[src/rtl/error_cam.sv]
// error_cam: associative error table holding up to DEPTH (tag, code) pairs.
// Fault detectors write (tag, code) pairs, the readout logic looks them up
// by full tag, and entries can be invalidated individually.
//
// Ports:
//   clk, rst            rising-edge clock, synchronous active-high reset
//   wr_en/wr_addr/wr_err   store or update an entry
//   clr_en/clr_addr        invalidate the entry holding clr_addr
//   rd_en/rd_addr          lookup; result on rd_valid/rd_hit/rd_err one cycle later
//   count, full            number of valid entries, count == DEPTH
//   overflow, ovf_clr      sticky "write dropped" flag and its clear
module error_cam #(
   parameter int ADDR_W      = 32,
   parameter int ERR_W       = 10,
   parameter int DEPTH       = 16,
   parameter int ACCUM       = 0,
   parameter int FULL_POLICY = 0
) (
   input  logic                       clk,
   input  logic                       rst,
   input  logic                       wr_en,
   input  logic [ADDR_W-1:0]          wr_addr,
   input  logic [ERR_W-1:0]           wr_err,
   input  logic                       clr_en,
   input  logic [ADDR_W-1:0]          clr_addr,
   input  logic                       rd_en,
   input  logic [ADDR_W-1:0]          rd_addr,
   output logic                       rd_valid,
   output logic                       rd_hit,
   output logic [ERR_W-1:0]           rd_err,
   output logic [$clog2(DEPTH+1)-1:0] count,
   output logic                       full,
   output logic                       overflow,
   input  logic                       ovf_clr
);

   localparam int IDX_W = $clog2(DEPTH);
   localparam int CNT_W = $clog2(DEPTH+1);
   localparam logic [CNT_W-1:0] DEPTH_C   = CNT_W'(DEPTH);
   localparam logic [IDX_W-1:0] VP_LAST_C = IDX_W'(DEPTH-1);

   logic [DEPTH-1:0]  valid_r;
   logic [ADDR_W-1:0] tag_r  [DEPTH];
   logic [ERR_W-1:0]  code_r [DEPTH];
   logic [CNT_W-1:0]  count_r;
   logic              full_r;
   logic [IDX_W-1:0]  vp_r;
   logic              overflow_r;
   logic              rd_valid_r;
   logic              rd_hit_r;
   logic [ERR_W-1:0]  rd_err_r;

   logic              wr_hit_s, clr_hit_s, rd_hit_s, free_found_s;
   logic [IDX_W-1:0]  wr_idx_s, clr_idx_s, rd_idx_s, free_idx_s, wr_slot_s;
   logic [ERR_W-1:0]  rd_code_s, new_code_s;
   logic              same_tag_s;
   logic              do_hit_s, do_fill_s, do_repl_s, do_drop_s, do_clr_s;
   logic              inc_s, dec_s;
   logic [CNT_W-1:0]  count_next_s;

   // Tag match for write, clear and lookup plus lowest free slot; descending scan so the lowest index wins.
   always_comb begin
      wr_hit_s     = 1'b0;
      clr_hit_s    = 1'b0;
      rd_hit_s     = 1'b0;
      free_found_s = 1'b0;
      wr_idx_s     = {IDX_W{1'b0}};
      clr_idx_s    = {IDX_W{1'b0}};
      rd_idx_s     = {IDX_W{1'b0}};
      free_idx_s   = {IDX_W{1'b0}};
      for (int i = DEPTH - 1; i >= 0; i--) begin
         wr_idx_s     = (valid_r[i] && (tag_r[i] == wr_addr))  ? IDX_W'(i) : wr_idx_s;
         wr_hit_s     = wr_hit_s  | (valid_r[i] && (tag_r[i] == wr_addr));
         clr_idx_s    = (valid_r[i] && (tag_r[i] == clr_addr)) ? IDX_W'(i) : clr_idx_s;
         clr_hit_s    = clr_hit_s | (valid_r[i] && (tag_r[i] == clr_addr));
         rd_idx_s     = (valid_r[i] && (tag_r[i] == rd_addr))  ? IDX_W'(i) : rd_idx_s;
         rd_hit_s     = rd_hit_s  | (valid_r[i] && (tag_r[i] == rd_addr));
         free_idx_s   = (!valid_r[i]) ? IDX_W'(i) : free_idx_s;
         free_found_s = free_found_s | !valid_r[i];
      end
   end

   // Request decode; free/full decisions use the table state before this edge's clear.
   always_comb begin
      rd_code_s  = code_r[rd_idx_s];
      same_tag_s = wr_en && clr_en && (wr_addr == clr_addr);
      do_hit_s   = wr_en && wr_hit_s;
      do_fill_s  = wr_en && !wr_hit_s && free_found_s;
      do_repl_s  = wr_en && !wr_hit_s && !free_found_s && (FULL_POLICY != 0);
      do_drop_s  = wr_en && !wr_hit_s && !free_found_s && (FULL_POLICY == 0);
      // A same-tag clear is folded into the write: the entry stays put and takes the raw code.
      do_clr_s   = clr_en && clr_hit_s && !same_tag_s;
      if (do_hit_s) begin
         wr_slot_s = wr_idx_s;
      end else if (do_fill_s) begin
         wr_slot_s = free_idx_s;
      end else begin
         wr_slot_s = vp_r;
      end
      if (do_hit_s && (ACCUM != 0) && !same_tag_s) begin
         new_code_s = code_r[wr_idx_s] | wr_err;
      end else begin
         new_code_s = wr_err;
      end
      inc_s = do_fill_s;
      // Replacing the very slot being cleared re-occupies it, so the entry count does not drop.
      dec_s = do_clr_s && !(do_repl_s && (clr_idx_s == vp_r));
      count_next_s = count_r + CNT_W'(inc_s) - CNT_W'(dec_s);
   end

   // Control state: valid bits, occupancy, victim pointer, overflow and the lookup result pipeline.
   always_ff @(posedge clk) begin
      if (rst) begin
         valid_r    <= {DEPTH{1'b0}};
         count_r    <= {CNT_W{1'b0}};
         full_r     <= 1'b0;
         vp_r       <= {IDX_W{1'b0}};
         overflow_r <= 1'b0;
         rd_valid_r <= 1'b0;
         rd_hit_r   <= 1'b0;
         rd_err_r   <= {ERR_W{1'b0}};
      end else begin
         if (do_clr_s) begin
            valid_r[clr_idx_s] <= 1'b0;
         end
         // Placed after the clear so a replacement of the cleared slot leaves it valid.
         if (do_fill_s || do_repl_s) begin
            valid_r[wr_slot_s] <= 1'b1;
         end
         count_r <= count_next_s;
         full_r  <= (count_next_s == DEPTH_C);
         if (do_repl_s) begin
            vp_r <= (vp_r == VP_LAST_C) ? {IDX_W{1'b0}} : vp_r + IDX_W'(1'b1);
         end
         if (do_drop_s) begin
            overflow_r <= 1'b1;
         end else if (ovf_clr) begin
            overflow_r <= 1'b0;
         end
         rd_valid_r <= rd_en;
         rd_hit_r   <= rd_en && rd_hit_s;
         rd_err_r   <= (rd_en && rd_hit_s) ? rd_code_s : {ERR_W{1'b0}};
      end
   end

   // Tag and code storage; contents only matter where the valid bit is set, so no reset.
   always_ff @(posedge clk) begin
      if (!rst && (do_hit_s || do_fill_s || do_repl_s)) begin
         tag_r[wr_slot_s]  <= wr_addr;
         code_r[wr_slot_s] <= new_code_s;
      end
   end

   assign rd_valid = rd_valid_r;
   assign rd_hit   = rd_hit_r;
   assign rd_err   = rd_err_r;
   assign count    = count_r;
   assign full     = full_r;
   assign overflow = overflow_r;

endmodule

[config.mk]
export PLATFORM = sky130hd
export DESIGN_NAME = error_cam
export DESIGN_NICKNAME = d
export VERILOG_FILES = /design/src/rtl/error_cam.sv
export SDC_FILE = /design/constraint.sdc
export NUM_CORES = 2
export LEC_CHECK = 0
export CORE_UTILIZATION = 40
export DETAILED_ROUTE_END_ITERATION = 12
export HOLD_SLACK_MARGIN = 0.15
export PLACE_DENSITY = 0.56
export SYNTH_ARGS = -nofsm -noshare
export SYNTH_HDL_FRONTEND = slang
export SYNTH_SLANG_ARGS = --single-unit
[constraint.sdc]
create_clock -name clk -period 9 [get_ports clk]
set_input_delay 2.7 -clock clk [delete_from_list [all_inputs] [get_ports clk]]
set_output_delay 2.7 -clock clk [all_outputs]
set_load 0.01 [all_outputs]
==> reports/metrics.yaml <==
status: "complete, no violations"
cts_made_buffers: 84
post-synth-top-area-cell: "edfxtp_1"
final_common_cell: "xor2_1"
design_area_um2: 50200
ys_async_sr_fraction_pct: 0
die_w_um: 335
power_uw: 8380
grt_pass1_vias: 32874
cts_tree: "built"
seq_area_frac_synth_pct: 47.0
via_per_inst: 6.35
grt_pass1_wl_um: 289000
cts_setup_buffers: 0
synth_edf_count: 672
postCtsResizedCells: 0
vias: 35004
layout-drive-gt1-share_pct: 12.7
synth_seq_cells: 707
drt-total-wl_um: 218000
cap_violations: 0
synth_ff_type: "edfxtp_1"
setup_viol: 0
cts_max_path_buffers: 3
ys_types: 87
drt_iter0_drc: 5440
hold_class: "reg2reg"
stdcell_count: 5512
p_per_area_nw_per_um2: 167
place.gp.congestion: 1.03
design.core.area_um2: 109000
dp.cells: 5353
postRouteAntennaNets: 0
crit_fanout: 32
overflow: 0
criticalPathCategory: "in2reg"
fin_skew_ps: 40.0
endpoint_kind: "flip-flop"
relSlewSlack_pct: 14.1
hold_violations: 0
cp_data_required_time_ps: 9330
nets: 4081
fin_crit_sh_pct: 84.5
ctsHoldBuffers: 0
drc: 0
tns_ps: 0
cts.sinks: 707
final_cell_mix: "xor2_1 (906), edfxtp_1 (672), xnor2_1 (650)"
maxSlewViolCount: 0
dieArea_um2: 112000
initial_core_util_pct: 40.6
synth_area_leaders: "edfxtp_1 (45%), xor2_1 (18%), xnor2_1 (13%)"
synth_area_um2: 44400
startpoint_type: "input pin"
area_delta_synth_final_pct: 13.1
hold_start: "count[0]"
ios: 131
ys_warn_count: 0
syn_inst: 3750
r2r_start: "tag_r[6][20]"
clk_latency_ps: 720
rsz0062_at_grt: "no"
die_h_um: 335
htree_levels: 3
synth_area_per_cell_um2: 11.8
grt_antenna_before_repair: 8
cp-startpoint: "wr_addr[15]"
grt_max_degree: 43
place_area_um2: 47400
ir_worst_vdd_v: 0.000170
firstDrtPassIters: 6
synth_top_area_share_pct: 45.4
synth_nets: 3868
wl_per_cell_um: 39.6
place.port_buffers: 130
clk_pin_slew_ps: 60
worst_pin_slew_ps: 1290
dp_hpwl_um: 152000
cp.arrival_ps: 7930
fmax_mhz: 132
fin_crit_ps: 7600
num_rows: 121
cellLeakagePower_uw: 0.0169
gr-usage-all-layers_pct: 38.2
clock-root-buffer: "clkbuf_16"
registers in the layout, summed over array words and instances, names as in the netlist:
name and count:
tag_r 512, code_r 160, valid_r 16, rd_err 10, count 5, full 1
overflow 1, rd_hit 1, rd_valid 1
Yosys cell counts, types with 14 or more instances:
cell and number:
buf_4 86, nor4_1 290, nand4b_1 16, mux2i_1 74, xor2_1 906, o21ai_0 22
dfxtp_1 35, inv_1 37, nand3_1 72, buf_2 52, o21ai_1 30, edfxtp_1 672
a21oi_1 17, buf_6 63, nor2_1 76, nand4_1 229, mux2_1 15, nor3_1 72
nand2_1 84, a22oi_1 14, or4_1 23, xnor2_1 650
where the power goes:
group	leakage, uW	total (uW)	switching, uW	internal, uW
Sequential	0.00634	3650	23.2	3620
Clock	0.00137	3600	1580	2020
Combinational	0.00914	1130	796	336
worst paths after layout:
| path | cells past startpoint | slack [ps] | end |
|---|---|---|---|
| worst min register to register | 2 | 640 | count[0] |
| worst max-delay path | 15 | 1400 | tag_r[2][19] |
| worst max register to register | 13 | 3680 | tag_r[2][19] |
| worst min-delay path | 2 | 640 | count[0] |
cells by family after synthesis:
kind of cell / count (synthesis) / synth area share, %
AO/OA/AOI/OAI: 167 / 2.62
XOR/XNOR: 1567 / 31.1
adder cells (fa/ha/maj): 6 / 0.186
buffers and inverters: 253 / 4.28
flip-flops: 707 / 47.0
multiplexers: 98 / 2.28
AND/OR/NAND/NOR: 952 / 12.6
routing by layer:
layer	vias to the layer above	part of all wire, %	global-route usage, %
met1	17362	39	50.0
li1	13967	-	-
met3	778	12	9.97
met2	2893	42	55.9
met5	-	0.0096	0
met4	4	7.7	24.2
stage by stage:
| step | hold slack, ps | setup slack, ps | util (%) |
|---|---|---|---|
| after global routing | 658 | 1290 | 45.9 |
| after detailed placement | 628 | 901 | 43.3 |
| after CTS | 642 | 1590 | 45.9 |
| after floorplan | 508 | 1650 | - |
| final | 639 | 1400 | 45.9 |
| after global placement | 621 | 844 | 43.3 |
worst max-delay path: stages:
cell and delay (ps):
buf_2 560, buf_4 530, xnor2_1 180, nand4_1 190, nor2_1 150, nand3_1 80
o41ai_1 880, or3_4 300, or2_1 150, or3_1 310, nor3b_2 100, a31oi_4 250
nand2b_1 410, nor2_4 540, buf_4 510
final cells by class:
type                       count  area, um2
inverter                      39        146
clock buffer                  96       2170
multi-input combinational   2790      21800
fill                       10164      59200
clock inverter                61        676
tap                         1476       1850
antenna                        2       5.00
sequential                   707      20900
timing repair buffer         341       2740
Note: power is estimated with default switching activity, not from simulation.
